## src/rtl/lcd_cmd_sequencer.sv

```systemverilog
// lcd_cmd_sequencer: buffers host commands and issues them one at a time to the 8x8 LCD controller.
// Define LCD_SEQ_POS_TRACK_EN to suppress shift commands that would leave the 1..7 operation window.
module lcd_cmd_sequencer #(
    parameter int DEPTH       = 8,
    parameter int ACK_TIMEOUT = 16
) (
    input  logic       clk,
    input  logic       reset,
    input  logic [3:0] host_cmd,
    input  logic       host_valid,
    output logic       host_ready,
    output logic [3:0] lcd_cmd,
    output logic       lcd_cmd_valid,
    input  logic       lcd_busy,
    input  logic       lcd_done,
    output logic       seq_idle,
    output logic       seq_done,
    output logic       err_timeout,
    output logic [7:0] issued_cnt
);

    localparam int PTR_W = $clog2(DEPTH);
    localparam int CNT_W = PTR_W + 1;
    localparam logic [CNT_W-1:0] DEPTH_C    = CNT_W'(DEPTH);
    localparam logic [7:0]       TIMER_LAST = 8'(ACK_TIMEOUT - 1);

    // IDLE: wait/pop | ISSUE: strobe | WAIT_ACK: await busy | WAIT_DONE: await release | FINISH: terminal
    typedef enum logic [2:0] {
        IDLE      = 3'd0,
        ISSUE     = 3'd1,
        WAIT_ACK  = 3'd2,
        WAIT_DONE = 3'd3,
        FINISH    = 3'd4
    } state_t;

    state_t state, state_next;

    logic [3:0]       fifo_mem [DEPTH];
    logic [PTR_W-1:0] wr_ptr, rd_ptr;
    logic [CNT_W-1:0] count;
    logic [7:0]       ack_timer;
    logic [3:0]       head;
    logic             push, pop, accept, timeout_hit, fifo_flush, shift_blocked;

    assign head          = fifo_mem[rd_ptr];
    assign host_ready    = (count < DEPTH_C) && (state != FINISH);
    assign push          = host_valid && host_ready;
    assign lcd_cmd_valid = (state == ISSUE);
    assign seq_idle      = (state == IDLE) && (count == '0);
    assign fifo_flush    = (state == WAIT_ACK) && (state_next == FINISH);

    always_ff @(posedge clk or posedge reset) begin
        if (reset) begin
            state <= IDLE;
        end else begin
            state <= state_next;
        end
    end

    always_comb begin
        state_next  = state;
        pop         = 1'b0;
        accept      = 1'b0;
        timeout_hit = 1'b0;
        case (state)
            IDLE: begin
                if (!lcd_busy && count != '0) begin
                    pop = 1'b1;
                    if (!shift_blocked) begin
                        accept     = 1'b1;
                        state_next = ISSUE;
                    end
                end
            end
            ISSUE: begin
                state_next = WAIT_ACK;
            end
            WAIT_ACK: begin
                // A late ack in the final timer cycle takes priority over the timeout.
                if (lcd_busy) begin
                    state_next = (lcd_cmd == 4'd0) ? FINISH : WAIT_DONE;
                end else if (ack_timer == TIMER_LAST) begin
                    timeout_hit = 1'b1;
                    state_next  = IDLE;
                end
            end
            WAIT_DONE: begin
                if (!lcd_busy) begin
                    state_next = IDLE;
                end
            end
            FINISH: begin
                state_next = FINISH;
            end
            default: begin
                state_next = IDLE;
            end
        endcase
    end

    always_ff @(posedge clk) begin
        if (push) begin
            fifo_mem[wr_ptr] <= host_cmd;
        end
    end

    always_ff @(posedge clk or posedge reset) begin
        if (reset) begin
            wr_ptr <= '0;
            rd_ptr <= '0;
            count  <= '0;
        end else if (fifo_flush) begin
            wr_ptr <= '0;
            rd_ptr <= '0;
            count  <= '0;
        end else begin
            if (push) begin
                wr_ptr <= wr_ptr + PTR_W'(1);
            end
            if (pop) begin
                rd_ptr <= rd_ptr + PTR_W'(1);
            end
            case ({push, pop})
                2'b10:   count <= count + CNT_W'(1);
                2'b01:   count <= count - CNT_W'(1);
                default: count <= count;
            endcase
        end
    end

    always_ff @(posedge clk or posedge reset) begin
        if (reset) begin
            ack_timer <= 8'd0;
        end else if (state == WAIT_ACK && state_next == WAIT_ACK) begin
            ack_timer <= ack_timer + 8'd1;
        end else begin
            ack_timer <= 8'd0;
        end
    end

    always_ff @(posedge clk or posedge reset) begin
        if (reset) begin
            lcd_cmd     <= 4'd0;
            issued_cnt  <= 8'd0;
            err_timeout <= 1'b0;
            seq_done    <= 1'b0;
        end else begin
            if (accept) begin
                lcd_cmd <= head;
            end
            if (state == ISSUE && issued_cnt != 8'hFF) begin
                issued_cnt <= issued_cnt + 8'd1;
            end
            if (timeout_hit) begin
                err_timeout <= 1'b1;
            end
            if (state == FINISH && lcd_done) begin
                seq_done <= 1'b1;
            end
        end
    end

`ifdef LCD_SEQ_POS_TRACK_EN
    logic [2:0] row, col;

    always_comb begin
        shift_blocked = 1'b0;
        case (head)
            4'd1:    shift_blocked = (row == 3'd1);
            4'd2:    shift_blocked = (row == 3'd7);
            4'd3:    shift_blocked = (col == 3'd1);
            4'd4:    shift_blocked = (col == 3'd7);
            default: shift_blocked = 1'b0;
        endcase
    end

    // Position moves only for shifts that are actually sent to the controller.
    always_ff @(posedge clk or posedge reset) begin
        if (reset) begin
            row <= 3'd4;
            col <= 3'd4;
        end else if (accept) begin
            case (head)
                4'd1:    row <= row - 3'd1;
                4'd2:    row <= row + 3'd1;
                4'd3:    col <= col - 3'd1;
                4'd4:    col <= col + 3'd1;
                default: ;
            endcase
        end
    end
`else
    assign shift_blocked = 1'b0;
`endif

endmodule

```

## config.mk

```make
export PLATFORM = sky130hd
export DESIGN_NAME = lcd_cmd_sequencer
export DESIGN_NICKNAME = d
export VERILOG_FILES = /design/src/rtl/lcd_cmd_sequencer.sv
export SDC_FILE = /design/constraint.sdc
export NUM_CORES = 1
export LEC_CHECK = 0
export ABC_AREA = 1
export CORE_ASPECT_RATIO = 0.5
export CORE_MARGIN = 5
export CORE_UTILIZATION = 40
export DETAILED_ROUTE_END_ITERATION = 7
export PLACE_DENSITY = 0.66
export RECOVER_POWER = 25
export SETUP_SLACK_MARGIN = 0.2
export SLEW_MARGIN = 10
export SYNTH_ARGS = -nofsm -noshare
export SYNTH_HDL_FRONTEND = slang
export SYNTH_SLANG_ARGS = --single-unit
```

## constraint.sdc

```tcl
create_clock -name clk -period 1.8 [get_ports clk]
set_input_delay 0.18 -clock clk [delete_from_list [all_inputs] [get_ports clk]]
set_output_delay 0.18 -clock clk [all_outputs]
set_load 0.05 [all_outputs]
```

# After elaboration in Yosys (flattened, before gate mapping)
# Memories as Yosys holds them, arrays and structs flattened. A register that Yosys moved wholly into a read port is not among the register bits.
# Cells that the tools add are included.
[totals]
register_bits = 31
ram_bits = 32
input_bits = 9
output_inout_bits = 17
elab_cells = 63
memories = 1
[memory_table]
columns = ["name", "depth", "width", "rd", "rd_clocked_by_memory_dff", "wr", "line", "text"]
rows = [
  ["fifo_mem", 8, 4, 1, 1, 1, "38", "logic [3:0] fifo_mem [DEPTH];"],
]
[op_classes]
addsub = 6
n_lt_le_gt_ge = 1
eq_ne = 11
n_mux = 20
reduce_logical = 16
[ops]
columns = ["op", "count"]
rows = [
  ["$mux W3", 9],
  ["$add A8 B1 Y8 const B", 2],
  ["$pmux W3 S5", 1],
  ["$eq A3 B2 Y1 const B", 3],
  ["$eq A8 B4 Y1 const B", 1],
  ["$logic_and A1 B1 Y1", 8],
  ["$logic_not A4 Y1", 2],
  ["$mux W8", 1],
  ["$ne A8 B8 Y1 const B", 1],
  ["$pmux W4 S2", 1],
  ["$mux W1", 7],
  ["$add A3 B1 Y3 const B", 2],
  ["$eq A3 B3 Y1 const B", 2],
  ["$add A4 B1 Y4 const B", 1],
  ["$lt A4 B4 Y1 const B", 1],
  ["$mux W4", 1],
  ["$reduce_bool A2 Y1", 2],
  ["$reduce_bool A4 Y1", 1],
  ["$sub A4 B1 Y4 const B", 1],
  ["$eq A3 B1 Y1 const B", 1],
  ["$logic_not A3 Y1", 1],
  ["$ne A3 B3 Y1 const B", 1],
  ["$reduce_bool A3 Y1", 1],
  ["$eq A2 B1 Y1 const B", 1],
  ["2 further kinds", 2],
]

# Logic depth before layout (Yosys ltp)
# Gate-level depths: netlist of the first run.
[logic_depth]
ltp_word = 7
ltp_mapped = 15

# Least setup slack after synthesis of the first run
# OpenSTA, ideal clock, no wires.
[synth_timing]
path_type = "register to output"
startpoint = "register count[1]"
endpoint = "output port seq_idle"
arrival_ns = 2.053
t_required_ns = 1.620
setup_slack_ns = -0.433
stages_incl_launch_ff = 4
cell_sequence = "dfrtp_1 -> nor2_1 -> nand2_1 -> nor4_1"
[synth_between]
elab_chain_cells = 2
[synth_rtl]
columns = ["item", "line", "text"]
rows = [
  ["start, declared", "40", "logic [CNT_W-1:0] count;"],
  ["start signal, assigned", "124", "2'b10: count <= count + CNT_W'(1);"],
  ["start signal, assigned", "125", "2'b01: count <= count - CNT_W'(1);"],
  ["start signal, assigned", "126", "default: count <= count;"],
  ["$logic_not A4 Y1", "49", "assign seq_idle = (state == IDLE) && (count == '0);"],
  ["$logic_and A1 B1 Y1", "49", ""],
  ["end, declared", "16", "output logic seq_idle,"],
]
# No other way between the ends.

# Worst setup path after layout of the first run
[layout_timing]
startpoint = "register state[1]"
endpoint = "register count[3]"
[layout_between]
elab_chain_cells = 6
word_cells_on_any_way = 21
[layout_rtl]
columns = ["item", "line", "text"]
rows = [
  ["start, declared", "36", "state_t state, state_next;"],
  ["start signal, assigned", "56", "state <= state_next;"],
  ["$mux W3 or $ne A3 B3 Y1 (tied branches)", "82, 46", ""],
  ["$mux W3 or $logic_and A1 B1 Y1 (tied branches)", "80, 46", ""],
  ["$pmux W3 S5 or $logic_and A1 B1 Y1 (tied branches)", "65, 47", ""],
  ["$eq A3 B3 Y1 (tied with other cells)", "50", "assign fifo_flush = (state == WAIT_ACK) && (state_next == FINISH);"],
  ["$logic_and A1 B1 Y1 or $pmux W4 S2 (tied branches)", "50, 123", ""],
  ["$reduce_bool A3 Y1 (no source line) or $mux W4 (tied branches)", "-", ""],
]
# Several ways; a longest one is shown, not always the timed one.
# A chain may end at the register's enable or synchronous reset.

==> results of run 1 <==
how the worst max path moves through the flow:
stage	to	slack, ns	depth (start not counted)
global placement	count[3]	-0.06	15
floorplan	count[3]	0.03	14
finish	count[3]	0.09	14
CTS	count[3]	0.09	14
detailed placement	count[3]	-0.09	15
global route	count[3]	-0.05	14
cells by family after synthesis:
group / after synthesis
AO/OA/AOI/OAI: 34
XOR/XNOR: 15
adder cells (fa/ha/maj): 7
buffers and inverters: 34
flip-flops: 67
AND/OR/NAND/NOR: 164
routing by layer:
metal | vias up | part of all wire | track usage
li1 | 1180 | - | -
met1 | 1155 | 0.44 | 0.169
met2 | 34 | 0.50 | 0.242
met3 | 13 | 0.042 | 0.0506
met4 | 0 | 0.020 | 0.0682
met5 | - | 0 | 0
cell usage after synthesis, types with 2 or more instances:
master and count:
xnor2_1 4, nor2_2 3, buf_2 4, nand2_1 71
edfxtp_1 32, o21ai_2 2, o21bai_1 2, nor2_1 55
inv_2 4, dfrtp_1 35, o21ai_0 19, ha_1 6
inv_1 24, nand3_2 2, nand2_2 4, nand3b_1 2
o211ai_1 8, xor2_1 11, nand4_1 4, nand3_1 19
critical path, stage by stage, from the launching register on:
cell,delay [ns]
dfrtp_2,0.42
nor2_4,0.14
nand2_1,0.11
nand3_2,0.10
nand2_2,0.06
inv_2,0.08
ha_4,0.21
a21oi_2,0.11
nand2_1,0.09
inv_1,0.06
nand2_1,0.04
nand2_1,0.06
nand2_1,0.04
nand2_1,0.05
nor2_1,0.03
through the flow:
step | util | total power [W]
floorplan | - | 0.00165
global placement | 0.494 | 0.00169
detailed placement | 0.494 | 0.00169
CTS | 0.548 | 0.00366
global route | 0.557 | 0.00372
finish | 0.557 | 0.00361
power groups by stage:
stage	Sequential [W]	Clock (W)	Combinational, W
final	0.00161	0.00195	0.0000513
after floorplan	0.00164	0	0.0000136
after global placement	0.00164	0	0.0000536
after global routing	0.00161	0.00206	0.0000576
after detailed placement	0.00164	0	0.0000544
after CTS	0.00161	0.00200	0.0000546
what timing repair did:
action / in CTS / in global routing
setup endpoints to repair: 21 / 53
setup buffers: 8 / 2
resized for setup: 20 / 17
pin swaps: 6 / 5
sequential cells by signal (all words and copies together) (netlist names):
register	cells
wr_ptr	3
ack_timer	8
issued_cnt	8
seq_done	1
count	4
state	3
rd_ptr	3
fifo_mem	32
lcd_cmd	4
err_timeout	1
area by class of cell:
type	count	area share
tap	108	0.0325
sequential	67	0.443
multi-input combinational	220	0.302
clock buffer	10	0.0551
clock inverter	6	0.0253
timing repair buffer	54	0.116
inverter	28	0.0259
==> flow_metrics.env, run 1 <==
export IMPL_drive_above_1_share=0.239
export IMPL_synth_top_area_frac=0.308
export IMPL_r2r_end="count[3]"
export IMPL_multi_input_area_um2=1260
export IMPL_synth_compound_area_frac=0.0673
export IMPL_ant_nets=0
export IMPL_synth_xor_area_frac=0.0421
export IMPL_fin_crit_sh=0.947
export IMPL_grt_pass1_wl_mm=10.9
export IMPL_synth_fp_nets=337
export IMPL_seq_area_frac_synth=0.588
export IMPL_p_switching_w=0.000644
export IMPL_hold_buffers=0
export IMPL_worstMarginPinSlew_ns=0.885
export IMPL_power_density_nw_per_um2=870
export IMPL_rsz0062_at_grt="true"
export IMPL_syn2layout_area_growth_pct=33.0
export IMPL_synth_area_leaders="edfxtp_1 31%, dfrtp_1 28%, nand2_1 8.5%, nor2_1 6.6%, xor2_1 3.1%"
export IMPL_synth_cell_types=30
export IMPL_holdPathEnd="ack_timer[0]"
export IMPL_grt_remaining_overflow=0
export IMPL_dpl_cell_area_um2=3680
export IMPL_worstSetupEndpointType="register"
export IMPL_core_region_area_um2=7460
export IMPL_hold_start="ack_timer[0]"
export IMPL_final_cells=493
export IMPL_whs_path_depth=1
export IMPL_syn_area_um2=3120
export IMPL_routabilityCongestion=0.781
export IMPL_synth_warnings=0
export IMPL_required_ns=2.03
export IMPL_initial_utilization=0.419
export IMPL_dp_cells=467
export IMPL_ir_drop_uv=532
export IMPL_synth_async_reset_ratio=0.522
export IMPL_die_w_um=135
export IMPL_wl_per_cell_um=13.3
export IMPL_r2r_cells=14
export IMPL_numCtsBuffers=9
export IMPL_grt_max_degree=36
export IMPL_vias=2382
export IMPL_nFillCells=650
export IMPL_synth_edf_count=32
export IMPL_syn_avg_cell_area_um2=9.73
export IMPL_p_clk_frac=0.541
export IMPL_synthMuxAreaShare=0
export IMPL_status="completed"
export IMPL_place_ws_ns=-0.0873
export IMPL_dp_final_hpwl_mm=4.56
export IMPL_synthAdderAreaFrac=0.0304
export IMPL_ff_latch_area_um2=1840
export IMPL_period_needed_ns=1.71
export IMPL_synthCells=321
export IMPL_synth_ff_type="dfrtp_1"
export IMPL_fin_setup_tns_ns=0
export IMPL_drc=0
export IMPL_hold_class="register to register"
export IMPL_skew_ns=0.00800
export IMPL_clockBufferDepth=2
export IMPL_finalWorstSetupSlack_ns=0.0950
export IMPL_worstSkewPairLatency_ns=0.33
export IMPL_final_cell_area_um2=4160
export IMPL_setup_viol_count_final=0
export IMPL_htree_num_levels=3
export IMPL_synth_top_family_by_area="simple AND/OR/NAND/NOR gates"
export IMPL_switching_share=0.178
export IMPL_die_h_um=72.5
export IMPL_max_slew_margin_rel=0.410
export IMPL_dr_first_iter_drc_count=174
export IMPL_synthSimpleGateAreaFrac=0.227
export IMPL_antenna_found_initial=0
export IMPL_nNetsFinal=396
export IMPL_rows=22
export IMPL_cts_sinks=67
export IMPL_slew_violations=0
export IMPL_timing_critical_path_from="state[1]"
export IMPL_die_area_um2=9790
export IMPL_grt_util_all_layers=0.144
export IMPL_final_common_cell="nand2_1"
export IMPL_portBuffers=25
export IMPL_ctsRootBufferMaster="clkbuf_16"
export IMPL_r2r_setup_slack_ns=0.09
export IMPL_r2r_start="state[1]"
export IMPL_cts_tree="built"
export IMPL_maxCapViolCount=0
export IMPL_seqPwrFrac=0.445
export IMPL_dr_pass1_iters=4
export IMPL_finalHoldViolations=0
export IMPL_first_global_vias=2406
export IMPL_antennaDiodeCount=0
export IMPL_routed_wl_mm=6.57
export IMPL_yosysTopAreaCell="edfxtp_1"
export IMPL_startpoint_type="register"
export IMPL_synth_seq_cells=67
export IMPL_worstPathMaxFanout=3
export IMPL_final_cell_mix="69 x nand2_1, 48 x nor2_1, 32 x edfxtp_1"
export IMPL_hold_slack_ns=0.473
export IMPL_boundaryPins=26
export IMPL_clk_pin_slew_ns=0.06
export IMPL_via_per_inst=4.83
export IMPL_critPathKind="register to register"
export IMPL_clock_fmax_ghz=0.587
export IMPL_total_leakage_power_nw=1.87
export IMPL_critPathArrivalTime_ns=1.94
export IMPL_p_comb_frac=0.014
export IMPL_p_int_w=0.00297
Note: power is estimated with default switching activity, not from simulation.
==> inputs of run 2 (changes only) <==
Settings changed: CORE_MARGIN 5 to unset.
==> run 2 against run 1 <==
Net effect:
- the run now ends with negative setup slack left
- critical path depth decreased by 3
- total power is 1.3% lower
- via count grew 2.6%
- maximum frequency down 5.3%
- flip-flop and latch count unchanged
- die area fell by 16%
- first-iteration DRC count fell by 45%
==> flow_metrics.env, run 2 (synthesized netlist as in run 1, its figures left out) <==
export IMPL_final_cell_area_um2=4200
export IMPL_total_power_w=0.00357
export IMPL_switching_share=0.202
export IMPL_final_cell_mix="65 x nand2_1, 49 x nor2_1, 32 x edfxtp_1"
export IMPL_final_cells=486
export IMPL_vias=2443
export IMPL_dpl_cell_area_um2=3690
export IMPL_rows=22
export IMPL_fin_crit_sh=1.00
export IMPL_cts_tree="built"
export IMPL_finalHoldViolations=0
export IMPL_worstSkewPairLatency_ns=0.34
export IMPL_ff_latch_area_um2=1840
export IMPL_p_int_w=0.00285
export IMPL_finalCoreUtilization=0.566
export IMPL_final_common_cell="nand2_1"
export IMPL_grt_pass1_wl_mm=11.2
export IMPL_dr_pass1_iters=4
export IMPL_worstSetupEndpointType="register"
export IMPL_reg_largest_list="fifo_mem: 32 flops, ack_timer: 8 flops, issued_cnt: 8 flops"
export IMPL_p_clk_frac=0.535
export IMPL_ctsRootBufferMaster="clkbuf_16"
export IMPL_place_ws_ns=-0.136
export IMPL_grt_util_all_layers=0.185
export IMPL_dp_cells=458
export IMPL_grt_remaining_overflow=0
export IMPL_grt_max_degree=36
export IMPL_finalWorstSetupSlack_ns=-0.000171
export IMPL_dp_final_hpwl_mm=4.50
export IMPL_portBuffers=25
export IMPL_initial_utilization=0.420
export IMPL_dr_first_iter_drc_count=96
export IMPL_die_w_um=127
export IMPL_boundaryPins=26
export IMPL_wl_per_cell_um=14.1
export IMPL_cts_sinks=67
export IMPL_startpoint_type="register"
export IMPL_largest_register_ffs=32
export IMPL_clockBufferDepth=2
export IMPL_total_leakage_power_nw=1.91
export IMPL_skew_ns=0.00594
export IMPL_p_switching_w=0.000722
export IMPL_r2r_cells=11
export IMPL_period_needed_ns=1.80
export IMPL_clock_fmax_ghz=0.556
export IMPL_critPathKind="register to register"
export IMPL_hold_class="register to register"
export IMPL_required_ns=2.03
export IMPL_syn2layout_area_growth_pct=34.6
export IMPL_ant_nets=0
export IMPL_slew_violations=0
export IMPL_p_comb_frac=0.014
export IMPL_drc=0
export IMPL_status="complete, but fails checks"
export IMPL_maxCapViolCount=0
export IMPL_first_global_vias=2400
export IMPL_violations="negative setup slack"
export IMPL_power_density_nw_per_um2=849
export IMPL_die_area_um2=8190
export IMPL_antenna_found_initial=0
export IMPL_ir_drop_uv=507
export IMPL_max_slew_margin_rel=0.419
export IMPL_routabilityCongestion=0.826
export IMPL_seqPwrFrac=0.450
export IMPL_antennaDiodeCount=0
export IMPL_whs_path_depth=1
export IMPL_routed_wl_mm=6.84
export IMPL_setup_viol_count_final=1
export IMPL_critPathArrivalTime_ns=2.03
export IMPL_multi_input_area_um2=1280
export IMPL_clk_pin_slew_ns=0.06
export IMPL_nFillCells=615
export IMPL_nNetsFinal=401
export IMPL_rsz0062_at_grt="true"
export IMPL_core_region_area_um2=7430
export IMPL_via_per_inst=5.03
export IMPL_htree_num_levels=3
export IMPL_drive_above_1_share=0.256
export IMPL_worstMarginPinSlew_ns=0.871
export IMPL_numCtsBuffers=9
export IMPL_largest_register="fifo_mem"
export IMPL_die_h_um=64.5
export IMPL_worstPathMaxFanout=3
[run 2: per-stage QoR]
stage	hold WS [ns]	TNS [ns]
global route	0.495	-0.183
detailed placement	0.465	-0.185
CTS	0.268	0
global placement	0.447	-0.0521
floorplan	0.279	0
finish	0.469	-0.000171
[run 2: cell type report]
type                       instances  share of cell area
multi-input combinational        221               0.305
inverter                          28              0.0262
clock inverter                     7              0.0241
timing repair buffer              58               0.124
tap                               96              0.0286
sequential                        67               0.438
clock buffer                       9              0.0536
[run 2: repair_timing]
item | 4_1_cts | 5_1_grt
resized for setup | 19 | 28
hold buffers | 0 | 0
pin swaps | 4 | 13
setup endpoints to repair | 22 | 55
cloned | 0 | 1
buffers inserted | 3 | 8
[run 2: worst paths after layout]
check,from,endpoint,slack (ns)
min,err_timeout,err_timeout,0.47
max,state[0],count[2],-0.0002
max in group asynchronous,reset,issued_cnt[1],0.66
min reg2reg,err_timeout,err_timeout,0.47
min in group asynchronous,reset,ack_timer[2],0.55
max reg2reg,state[0],count[2],-0.0002
[run 2: critical path, cell delays in order, from the launching register on]
cell and delay (ns):
dfrtp_2 0.43, nor2_4 0.17, nand3_2 0.10, nor2_4 0.10, nand2_2 0.08, inv_4 0.08
ha_4 0.20, buf_4 0.13, buf_6 0.10, xor2_1 0.15, nand3_1 0.08, nand2_1 0.06
[run 2: power groups by stage]
stage	sequential [W]	combinational [W]	clock, W
4_1_cts	0.00161	0.0000551	0.00195
6_report	0.00161	0.0000517	0.00191
5_1_grt	0.00161	0.0000588	0.00201
3_5_place_dp	0.00164	0.0000545	0
3_3_place_gp	0.00164	0.0000531	0
2_1_floorplan	0.00164	0.0000136	0
[run 2: routing by layer]
| metal | GRT usage | vias up | share of wire |
|---|---|---|---|
| li1 | - | 1186 | - |
| met1 | 0.218 | 1187 | 0.44 |
| met2 | 0.315 | 58 | 0.50 |
| met3 | 0.0570 | 12 | 0.046 |
| met4 | 0.0833 | 0 | 0.014 |
| met5 | 0 | - | 0 |
==> inputs of run 3 (changes only) <==
Settings changed: GPL_TIMING_DRIVEN set to 0, PLACE_DENSITY 0.66 to unset.
Clock period 1.8 ns to 1.5 ns, I/O delays scaled along.
==> run 3 against run 2 <==
Net effect:
- the run still ends with negative setup slack left
- wire length grew 13%
- critical endpoint is now count[3]
- flip-flop and latch count unchanged
- sequential share of layout area decreased by 2.9 points
- clock skew rose by 0.0020 ns
- setup slack worse by 0.41 ns
- total power is 14% higher
- maximum frequency down 5.7%
- largest cell class unchanged
- highest routed layer unchanged
==> flow_metrics.env, run 3 (synthesized netlist as in run 1, its figures left out) <==
export IMPL_status="complete, but fails checks"
export IMPL_violations="negative setup slack"
export IMPL_finalHoldViolations=0
export IMPL_worstSetupEndpointType="register"
export IMPL_nNetsFinal=416
export IMPL_finalCoreUtilization=0.608
export IMPL_required_ns=1.73
export IMPL_multi_input_area_um2=1470
export IMPL_r2r_end="count[3]"
export IMPL_portBuffers=25
export IMPL_rows=22
export IMPL_place_ws_ns=-0.775
export IMPL_startpoint_type="register"
export IMPL_hold_class="primary input to asynchronous set/reset pin"
export IMPL_vias=2484
export IMPL_ff_latch_area_um2=1850
export IMPL_cts_tree="built"
export IMPL_routed_wl_mm=7.73
export IMPL_grt_pass1_wl_mm=12.0
export IMPL_grt_remaining_overflow=0
export IMPL_routabilityCongestion=0.861
export IMPL_skew_ns=0.00789
export IMPL_rsz0062_at_grt="true"
export IMPL_grt_max_degree=36
export IMPL_first_global_vias=2435
export IMPL_boundaryPins=26
export IMPL_fin_setup_tns_ns=-4.91
export IMPL_htree_num_levels=3
export IMPL_antenna_found_initial=0
export IMPL_worstPathMaxFanout=3
export IMPL_drive_above_1_share=0.398
export IMPL_setup_viol_count_final=35
export IMPL_cts_sinks=67
export IMPL_clk_pin_slew_ns=0.06
export IMPL_critPathArrivalTime_ns=2.14
export IMPL_worst_path_max_delay_cell="dfrtp_2"
export IMPL_reg_largest_list="fifo_mem: 32 flops, ack_timer: 8 flops, issued_cnt: 8 flops"
export IMPL_total_power_w=0.00407
export IMPL_die_h_um=64.5
export IMPL_clockBufferDepth=2
export IMPL_nFillCells=584
export IMPL_initial_utilization=0.420
export IMPL_r2r_setup_slack_ns=-0.41
export IMPL_dp_final_hpwl_mm=4.61
export IMPL_max_slew_margin_rel=0.504
export IMPL_core_region_area_um2=7430
export IMPL_clock_fmax_ghz=0.524
export IMPL_path_cells="nor2_4 > nand3_2 > nor2_4 > nand2_2 > inv_4 > ha_4 > a21oi_2 > nand2_2 > inv_2 > nand2_1 > nand2_1 > nand2_1 > nand2_1 > nor2_1"
export IMPL_ctsRootBufferMaster="clkbuf_16"
export IMPL_path_common_cell="nand2_1"
export IMPL_largest_register_ffs=32
export IMPL_fin_crit_sh=1.27
export IMPL_final_cell_mix="54 x nand2_1, 39 x nor2_1, 32 x edfxtp_1"
export IMPL_maxCapViolCount=0
export IMPL_period_needed_ns=1.91
export IMPL_total_leakage_power_nw=1.94
export IMPL_r2r_cells=14
export IMPL_syn2layout_area_growth_pct=44.6
export IMPL_drc=0
export IMPL_final_common_cell="nand2_1"
export IMPL_dpl_cell_area_um2=3610
export IMPL_dr_first_iter_drc_count=141
export IMPL_ant_nets=0
export IMPL_largest_register="fifo_mem"
export IMPL_ir_drop_uv=544
export IMPL_r2r_start="state[0]"
export IMPL_grt_util_all_layers=0.199
export IMPL_numCtsBuffers=9
export IMPL_max_stage_delay_ns=0.44
export IMPL_worstSkewPairLatency_ns=0.34
export IMPL_worstMarginPinSlew_ns=0.742
export IMPL_wl_per_cell_um=15.4
export IMPL_final_cell_area_um2=4520
export IMPL_slew_violations=0
export IMPL_critPathKind="register to register"
export IMPL_via_per_inst=4.96
export IMPL_power_density_nw_per_um2=902
export IMPL_die_area_um2=8190
export IMPL_antennaDiodeCount=0
export IMPL_die_w_um=127
export IMPL_finalWorstSetupSlack_ns=-0.409
export IMPL_dr_pass1_iters=4
run 3: metrics by stage:
stage               hold WS (ns)  std cells
finish                     0.259        501
global route               0.355        501
CTS                        0.291        485
detailed placement         0.463        442
global placement           0.446        442
floorplan                  0.249        321
run 3: power breakdown:
| group | switching, W | total [W] | internal [W] |
|---|---|---|---|
| logic | 0.0000398 | 0.0000567 | 0.0000169 |
| registers | 0.0000000000000000000621 | 0.00193 | 0.00193 |
| clock network | 0.000805 | 0.00209 | 0.00129 |
run 3: cell type report:
type                    count  share of cell area
flip-flops and latches     67               0.409
plain buffers               6             0.00914
well taps                  96              0.0266
clock inverters             6              0.0144
repair buffers             68               0.139
multi-input cells         220               0.325
inverters                  28              0.0260
clock buffers              10              0.0507
run 3: how the worst max path moves through the flow:
stage	from	end	slack [ns]
3_5_place_dp	lcd_busy	count[3]	-0.78
5_1_grt	state[0]	count[3]	-0.50
2_1_floorplan	state[0]	count[3]	-0.27
4_1_cts	state[1]	count[3]	-0.29
3_3_place_gp	lcd_busy	count[3]	-0.75
6_report	state[0]	count[3]	-0.41
run 3: what timing repair did:
item,in CTS,in global routing
pin swaps,15,14
endpoints found under the hold margin,0,0
hold buffers,0,0
endpoints found under the setup margin,81,70
setup buffers,26,16
gates resized for setup,109,52
gates cloned,1,0
run 3: critical path: cells and delay by family, from the launching register on:
family	cells	cell delay (ns)
flip-flops	1	0.44
AND/OR/NAND/NOR	10	0.88
AO/OA/AOI/OAI	1	0.15
adder cells (fa/ha/maj)	1	0.20
buffers and inverters	2	0.14
run 3: metal layers:
metal,vias to the layer above,GRT usage,part of all wire
met5,-,0,0
met4,0,0.0714,0.021
met3,17,0.0669,0.039
met2,47,0.333,0.50
met1,1201,0.242,0.44
li1,1219,-,-
